==> config.mk <==
export PLATFORM = sky130hd
export DESIGN_NAME = ex_muldiv_sequencer
export DESIGN_NICKNAME = d
export VERILOG_FILES = /design/src/rtl/ex_muldiv_pkg.sv /design/src/rtl/muldiv_step.sv /design/src/rtl/ex_muldiv_sequencer.sv
export SDC_FILE = /design/constraint.sdc
export NUM_CORES = 1
export LEC_CHECK = 0
export BUFFER_PORTS_ARGS = -buffer_cell sky130_fd_sc_hd__buf_4
export CAP_MARGIN = 20
export CORE_AREA = 2 2 175 177
export CTS_BUF_LIST = sky130_fd_sc_hd__clkbuf_16
export DETAILED_ROUTE_END_ITERATION = 8
export DIE_AREA = 0 0 177 179
export PLACE_DENSITY = 0.64
export SKIP_LAST_GASP = 1
export SYNTH_ARGS = -nofsm -noshare
export SYNTH_HDL_FRONTEND = slang
export SYNTH_HIERARCHICAL = 1
export SYNTH_SLANG_ARGS = --single-unit
==> constraint.sdc <==
create_clock -name clk -period 4.5 [get_ports clk]
set_input_delay 0 -clock clk [delete_from_list [all_inputs] [get_ports clk]]
set_output_delay 0 -clock clk [all_outputs]
set_load 0.01 [all_outputs]
==> src/rtl/ex_muldiv_pkg.sv <==
// Shared funct codes, FSM state type and iteration count for the EX-stage
// multiply/divide sequencer.
package ex_muldiv_pkg;

  localparam logic [5:0] FUNCT_MULT  = 6'h18;
  localparam logic [5:0] FUNCT_MULTU = 6'h19;
  localparam logic [5:0] FUNCT_DIV   = 6'h1A;
  localparam logic [5:0] FUNCT_DIVU  = 6'h1B;

  localparam int ITER_COUNT = 32;

  typedef enum logic [1:0] {
    IDLE,
    MUL,
    DIV,
    DONE
  } muldiv_state_t;

endpackage

==> src/rtl/muldiv_step.sv <==
// One iteration of the unsigned shift-add multiplier and, when MULDIV_DIV_EN is
// defined, the restoring divider. Both share the {upper, lower} working register.
module muldiv_step #(
  parameter int NBits = 32
) (
`ifdef MULDIV_DIV_EN
  input  logic               is_div,
`endif
  input  logic [2*NBits-1:0] acc,
  input  logic [NBits-1:0]   opnd,
  output logic [2*NBits-1:0] next_acc
);

  logic [NBits:0]       sum;
  logic [2*NBits-1:0]   mul_next;

  // Multiply: lower half holds the remaining multiplier bits, upper half the partial product.
  always_comb begin
    sum      = {1'b0, acc[2*NBits-1:NBits]} + {1'b0, opnd};
    mul_next = acc[0] ? {sum, acc[NBits-1:1]} : {1'b0, acc[2*NBits-1:1]};
  end

`ifdef MULDIV_DIV_EN
  logic [NBits:0]   partial;
  logic [NBits-1:0] diff;
  logic             fits;

  // Divide: upper half is the remainder, lower half shifts the dividend out and quotient in.
  always_comb begin
    partial = acc[2*NBits-1:NBits-1];
    fits    = partial >= {1'b0, opnd};
    diff    = partial[NBits-1:0] - opnd;
    if (!is_div) begin
      next_acc = mul_next;
    end else if (fits) begin
      next_acc = {diff, acc[NBits-2:0], 1'b1};
    end else begin
      next_acc = {acc[2*NBits-2:0], 1'b0};
    end
  end
`else
  assign next_acc = mul_next;
`endif

endmodule

==> src/rtl/ex_muldiv_sequencer.sv <==
// EX-stage multi-cycle MULT/MULTU (and DIV/DIVU when MULDIV_DIV_EN is defined)
// sequencer that stalls the front of the pipeline and owns the HI/LO registers.
module ex_muldiv_sequencer
  import ex_muldiv_pkg::*;
#(
  parameter int NBits = 32
) (
  input  logic             clk,
  input  logic             reset,
  input  logic             Start,
  input  logic [5:0]       ALUFunction,
  input  logic [NBits-1:0] OperandA,
  input  logic [NBits-1:0] OperandB,
  output logic             Stall,
  output logic             Busy,
  output logic             Done,
  output logic             DivByZero,
  output logic [NBits-1:0] HI,
  output logic [NBits-1:0] LO
);

  localparam logic [5:0] LastIter = 6'(ITER_COUNT - 1);

  muldiv_state_t      state, next_state;
  logic [5:0]         count;
  logic [2*NBits-1:0] acc, step_acc, final_acc;
  logic [NBits-1:0]   opnd;
  logic               op_div, sign_a, sign_b, div_zero;
  logic               is_mul_fn, is_div_fn, signed_fn, mul_div_op;
  logic               neg_a, neg_b, zero_divisor, last_iter;

  assign is_mul_fn = (ALUFunction == FUNCT_MULT) || (ALUFunction == FUNCT_MULTU);
`ifdef MULDIV_DIV_EN
  assign is_div_fn = (ALUFunction == FUNCT_DIV) || (ALUFunction == FUNCT_DIVU);
`else
  assign is_div_fn = 1'b0;
`endif
  assign signed_fn    = (ALUFunction == FUNCT_MULT) || (ALUFunction == FUNCT_DIV);
  assign mul_div_op   = Start && (is_mul_fn || is_div_fn);
  assign neg_a        = signed_fn && OperandA[NBits-1];
  assign neg_b        = signed_fn && OperandB[NBits-1];
  assign zero_divisor = is_div_fn && (OperandB == '0);
  assign last_iter    = (count == LastIter);
  assign Stall        = mul_div_op && (state != DONE);

  muldiv_step #(.NBits(NBits)) u_step (
`ifdef MULDIV_DIV_EN
    .is_div   (op_div),
`endif
    .acc      (acc),
    .opnd     (opnd),
    .next_acc (step_acc)
  );

  // The iterations run on magnitudes; the sign is restored on the last step.
  always_comb begin
    final_acc = step_acc;
    if (op_div) begin
      if (sign_a ^ sign_b) final_acc[NBits-1:0] = -step_acc[NBits-1:0];
      if (sign_a)          final_acc[2*NBits-1:NBits] = -step_acc[2*NBits-1:NBits];
    end else if (sign_a ^ sign_b) begin
      final_acc = -step_acc;
    end
  end

  always_ff @(posedge clk or posedge reset) begin
    if (reset) state <= IDLE;
    else       state <= next_state;
  end

  always_comb begin
    next_state = state;
    Busy       = 1'b0;
    Done       = 1'b0;
    DivByZero  = 1'b0;
    case (state)
      IDLE: begin
        if (mul_div_op) begin
          if (zero_divisor)   next_state = DONE;
          else if (is_div_fn) next_state = DIV;
          else                next_state = MUL;
        end
      end
      MUL, DIV: begin
        Busy = 1'b1;
        if (last_iter) next_state = DONE;
      end
      DONE: begin
        Done       = 1'b1;
        DivByZero  = div_zero;
        next_state = IDLE;
      end
      default: next_state = IDLE;
    endcase
  end

  always_ff @(posedge clk or posedge reset) begin
    if (reset) begin
      count    <= '0;
      acc      <= '0;
      opnd     <= '0;
      op_div   <= 1'b0;
      sign_a   <= 1'b0;
      sign_b   <= 1'b0;
      div_zero <= 1'b0;
      HI       <= '0;
      LO       <= '0;
    end else begin
      case (state)
        IDLE: begin
          if (mul_div_op) begin
            count    <= '0;
            acc      <= {{NBits{1'b0}}, (neg_a ? -OperandA : OperandA)};
            opnd     <= neg_b ? -OperandB : OperandB;
            op_div   <= is_div_fn;
            sign_a   <= neg_a;
            sign_b   <= neg_b;
            div_zero <= zero_divisor;
          end
        end
        MUL, DIV: begin
          count <= count + 6'd1;
          acc   <= last_iter ? final_acc : step_acc;
        end
        DONE: begin
          if (!div_zero) begin
            HI <= acc[2*NBits-1:NBits];
            LO <= acc[NBits-1:0];
          end
        end
        default: ;
      endcase
    end
  end

endmodule

==> results of run 1 <==
[through the flow]
step | hold slack [ps] | setup slack, ps | power (mW) | area (um^2) | cells
after floorplan | 156 | 520 | 5.62 | 11800 | 1323
after global placement | 279 | 621 | 6.89 | 13100 | 1785
after detailed placement | 298 | 566 | 6.96 | 13100 | 1786
after CTS | 11.2 | 501 | 8.48 | 14300 | 1879
after global routing | 34.7 | 128 | 9.07 | 14300 | 1879
final | 15.6 | 464 | 8.48 | 14300 | 1879
[area by class of cell]
cell class,count,area (um^2),area share
inverter,27,105,0.00735
tap,396,495,0.0347
clock buffer,17,425,0.0298
clock inverter,13,124,0.00867
multi-input combinational,1032,7040,0.492
timing repair buffer,224,1850,0.130
sequential,170,4250,0.298
[per-layer routing]
layer / track usage / routed length, um / part of all wire / up-vias
met3: 0.0394 / 2040 / 0.057 / 58
met4: 0.0692 / 792 / 0.022 / 0
met5: 0 / 0 / 0 / -
met2: 0.387 / 17300 / 0.48 / 383
li1: - / - / - / 5090
met1: 0.302 / 15800 / 0.44 / 5103
[worst max-delay path, stage by stage (launching register included)]
cell and delay [ps]:
dfrtp_1 410, ha_1 250, fa_1 420, a21o_1 240, a221oi_4 290, a211oi_2 150
a211o_4 370, xor2_1 160, mux2_4 280, nor4_1 250, buf_4 190, nand3_1 160
nor3_1 320, a41oi_1 180, xnor2_1 150, o21ai_0 140
[sequential cells by signal (all words and copies together) (netlist names)]
signal,count
HI,32
opnd,32
LO,32
acc,64
sign_a,1
state,2
count,6
sign_b,1
[Yosys cell counts, types with 3 or more instances]
master,n,area [um^2]
xnor2_1,85,744
o21ai_1,9,45.0
nor2b_1,5,31.3
nand2_1,141,529
and3_1,14,87.6
nor4_2,3,37.5
buf_2,3,15.0
xor2_1,57,499
ha_1,39,488
o31ai_1,19,143
o21bai_1,7,52.6
nand2b_1,8,50.1
a21o_1,11,82.6
a221oi_1,6,52.6
nor3_1,39,195
clkbuf_1,59,221
o22ai_1,6,37.5
nand4_1,21,131
nor2_1,83,312
nor4_1,24,150
and2_1,5,31.3
nand3_1,30,150
or3_1,6,37.5
o21a_1,6,45.0
a41oi_1,6,52.6
a22oi_1,9,67.6
o211ai_1,6,45.0
o41ai_1,13,114
a211o_1,4,35.0
o21ai_0,113,566
a31oi_1,25,156
buf_4,32,240
a211oi_1,6,45.0
dfrtp_1,170,4250
a21oi_1,76,380
mux2_2,80,901
inv_1,27,101
mux2i_1,11,110
or4_1,11,82.6
and4_1,3,26.3
o221ai_1,3,26.3
[power by group]
group          internal [mW]  switching (mW)
sequential              2.13           0.664
clock                  0.763           0.698
combinational           1.86            2.36
[how the worst max path moves through the flow]
stage,slack [ps],start,endpoint
6_report,460,acc[32],acc[60]
5_1_grt,130,acc[32],acc[58]
4_1_cts,500,acc[32],acc[56]
3_5_place_dp,570,acc[32],acc[56]
3_3_place_gp,620,acc[32],acc[58]
2_1_floorplan,520,acc[32],acc[57]
[kinds of logic after synthesis]
group           count (synthesis)
compound gates                349
flops                         170
mux                            92
buf+inv                       121
xor+xnor                      142
other cells                     1
fa+ha+maj                      40
simple gates                  408
==> flow_metrics.tcl, run 1 <==
set metrics [dict create \
    vias_per_cell 5.66 \
    p_per_area_nw_per_um2 593 \
    cts_max_level 4 \
    reg2reg_from "acc[32]" \
    drv_cap 0 \
    fp.dieW_um 177 \
    yosys_register_bits 170 \
    fin_crit_ps 4040 \
    start_util 0.394 \
    cts_hold_buf 63 \
    required_ps 4870 \
    start_kind "flip-flop" \
    gp_congestion 0.946 \
    die_h_um 179 \
    vias 10634 \
    cts_resized 0 \
    cts_root_buffer "clkbuf_16" \
    area_growth_pct 20.9 \
    core_area_um2 30000 \
    drc 0 \
    drive_above_1_share 0.200 \
    nFillCells 2839 \
    ant_nets 0 \
    crit_fanout 6 \
    grt_use_total 0.230 \
    worstSkewPairLatency_ps 450 \
    leakagePower_nw 5.99 \
    postLayoutCoreUtil 0.476 \
    dieArea_um2 31700 \
    critPathArrivalTime_ps 4400 \
    clockBufferDepth 2 \
    min_path_type "in -> reg" \
    setup_viol 0 \
    vdd_drop_max_uv 390 \
    wire_per_inst_um 19.1 \
    netlist_area_um2 11800 \
    tritoncts "yes" \
    row_count 64 \
    pin_count 141 \
    synth-compound-area-share 0.187 \
    final_nets 1585 \
    synthAdderAreaFrac 0.0430 \
    port_buffers 139 \
    synth_warnings 6 \
    synthCells 1323 \
    synth-simple-area-share 0.169 \
    drtIter0Drc 808 \
    clkTransAtPathRegs_ps 70 \
    layout_common_cells "dfrtp_1, buf_4, nand2_1" \
    rsz0062_at_grt "no" \
    hold_end "acc[17]" \
    ff2ff_path_depth 15 \
    synth_flop_cell "dfrtp_1" \
    routed_wl_mm 35.9 \
    slew_headroom 0.258 \
    post_cts_buffers 0 \
    cts_made_buffers 17 \
    holdCritStartpoint "OperandA[17]" \
    outcome "finished clean" \
    tightest_slew_ps 1100 \
    synthArstFlopShare 1.00 \
    critPathCaptureType "flip-flop" \
    synth_nets 1436 \
    antenna_found_initial 0 \
    finalMaxSlewViolations 0 \
    fin_tns_setup_ps 0 \
    hold_violations 0 \
    dr.pass1.iters 5 \
    antenna_cells 0 \
    fin_worst_skew_ps 11.7 \
    synth-edff-count 0 \
    fin_crit_sh 0.897 \
    ys_types 77 \
    grt_start_max_net_pins 171 \
    synth-xor-area-share 0.105 \
    dp_hpwl_mm 25.8 \
    fmax_mhz 248 \
    cts_sinks 170 \
    final_common_cell "dfrtp_1" \
    overflow 0 \
    synth-seq-area-share 0.360 \
    grt_pass1_vias 10529 \
    reg2reg_to "acc[60]" \
    synthMuxAreaShare 0.0868 \
    grt_pass1_wl_mm 57.2 \
    regToRegSetupSlack_ps 460 \
    whs_path_depth 5 \
    syn_area_per_cell_um2 8.94 \
    synth_top_family_by_area "compound AO/OA/AOI/OAI gates" \
    crit_type "reg -> reg" \
]
Note: power is estimated with default switching activity, not from simulation.
==> run 2: changes to the inputs <==
CORE_AREA = 2 2 230 232   (was 2 2 175 177)
DIE_AREA = 0 0 232 234   (was 0 0 177 179)
PLACE_DENSITY = 0.44   (was 0.64)
==> run 2 against run 1 <==
Effect of this change: total power increased by 3.4%; non-clock buffer count increased by 8; final cell count up 16%; routed wire length grew 13%; sequential power about the same; via count shrank 0.30%; setup slack worse by 110 ps; core utilization decreased by 19 points; critical path depth is the same; die area increased by 71%; first-iteration DRC count shrank 16%; hold slack better by 2.1 ps; critical path type unchanged; highest routed layer unchanged.
==> flow_metrics.tcl, run 2 (synthesized netlist as in run 1, its figures left out) <==
set metrics [dict create \
    outcome "finished clean" \
    vias 10602 \
    post_cts_buffers 0 \
    power_switching_mw 3.83 \
    worstSkewPairLatency_ps 470 \
    dpl.cell_count 2082 \
    regToRegSetupSlack_ps 360 \
    area_growth_pct 25.2 \
    tritoncts "yes" \
    place_ws_ps 348 \
    p_per_area_nw_per_um2 592 \
    grt_use_total 0.152 \
    clkTransAtPathRegs_ps 70 \
    cts_sinks 170 \
    reg2reg_to "acc[57]" \
    p_int_mw 4.93 \
    port_buffers 139 \
    grt_pass1_wl_mm 63.5 \
    leakagePower_nw 6.07 \
    antenna_found_initial 0 \
    rsz0062_at_grt "no" \
    layout_common_cells "dfrtp_1, buf_4, nand2_1" \
    postLayoutCoreUtil 0.284 \
    vdd_drop_max_uv 280 \
    fmax_mhz 241 \
    drv_cap 0 \
    finalMaxSlewViolations 0 \
    fin_cells 2181 \
    antenna_cells 0 \
    required_ps 4800 \
    critPathArrivalTime_ps 4450 \
    core_area_um2 52000 \
    largest_reg_flops 64 \
    reg2reg_from "acc[32]" \
    overflow 0 \
    cts_root_buffer "clkbuf_16" \
    fin_worst_skew_ps 13.5 \
    drtIter0Drc 676 \
    final_nets 1593 \
    tightest_slew_ps 1150 \
    ff2ff_path_depth 15 \
    crit_fanout 6 \
    slew_headroom 0.221 \
    pwr-share-comb 0.492 \
    p_sw_frac 0.437 \
    drc 0 \
    vias_per_cell 4.86 \
    drive_above_1_share 0.204 \
    setup_viol 0 \
    clockBufferDepth 2 \
    pwr-share-clk 0.187 \
    hold_violations 0 \
    seqPwrFrac 0.321 \
    wire_per_inst_um 18.6 \
    min_path_type "in -> async" \
    dr.pass1.iters 5 \
    fin_tns_setup_ps 0 \
    ant_nets 0 \
    row_count 84 \
    grt_start_max_net_pins 101 \
    critPathCaptureType "flip-flop" \
    fp.dieW_um 232 \
    cts_max_level 4 \
    start_kind "flip-flop" \
    cts_made_buffers 17 \
    dp_hpwl_mm 29.9 \
    crit_type "reg -> reg" \
    pin_count 141 \
    largest_register "acc" \
    dieArea_um2 54300 \
    fin_crit_sh 0.921 \
    worst_slack_ps 356 \
    final_common_cell "dfrtp_1" \
    fin_crit_ps 4140 \
    die_h_um 234 \
    start_util 0.227 \
    routed_wl_mm 40.5 \
    grt_pass1_vias 10682 \
    gp_congestion 0.864 \
]
-- run 2: final cells by class --
cell class | count | area, um^2
Clock buffer | 17 | 425
Clock inverter | 15 | 200
Fill cell | 5540 | 37200
Inverter | 27 | 105
Multi-Input combinational cell | 1032 | 7030
Sequential cell | 170 | 4250
Tap cell | 688 | 861
Timing Repair Buffer | 232 | 1920
-- run 2: repair_timing --
action,4_1_cts,5_1_grt
endpoints found under the setup margin,0,3
hold buffers,66,0
gates resized for setup,0,1
endpoints found under the hold margin,168,0
-- run 2: worst max-delay path, cell delays in order (launching register included) --
cell	delay, ps
dfrtp_1	420
ha_1	250
fa_1	430
a21o_1	250
a221oi_4	300
a211oi_2	140
a211o_4	360
xor2_1	150
mux2_4	290
nor4_2	340
buf_4	190
and3_1	190
nand3b_1	110
o31ai_1	310
xor2_1	160
o21ai_0	90
-- run 2: worst max-delay path by stage --
stage | slack [ps] | cells after the start | endpoint | start
after floorplan | 520 | 15 | acc[57] | acc[32]
after global placement | 400 | 15 | acc[57] | acc[32]
after detailed placement | 350 | 15 | acc[57] | acc[32]
after CTS | 250 | 15 | acc[57] | acc[32]
after global routing | 0.1 | 16 | acc[58] | acc[32]
final | 360 | 15 | acc[57] | acc[32]
-- run 2: stage by stage --
step / total power, mW / instance area (um^2) / hold WS (ps)
after floorplan: 5.62 / 11800 / 156
after global placement: 7.10 / 13500 / -40.7
after detailed placement: 7.13 / 13500 / -38.4
after CTS: 8.86 / 14800 / 2.50
after global routing: 9.45 / 14800 / 30.1
final: 8.76 / 14800 / 17.7
-- run 2: power by group through the flow --
stage,Sequential [mW],Clock [mW],Combinational (mW)
after floorplan,2.60,0,3.02
final,2.82,1.64,4.31
after CTS,2.83,1.69,4.35
after global routing,2.92,1.75,4.78
after detailed placement,2.85,0,4.28
after global placement,2.85,0,4.26
-- run 2: layer usage --
layer  share of wire  track usage  vias up  wire length, um
li1                -            -     5117                -
met1            0.47        0.205     5174            19100
met2            0.47        0.249      266            18900
met3           0.042       0.0250       45             1710
met4           0.020       0.0447        0              791
met5               0            0        -                0
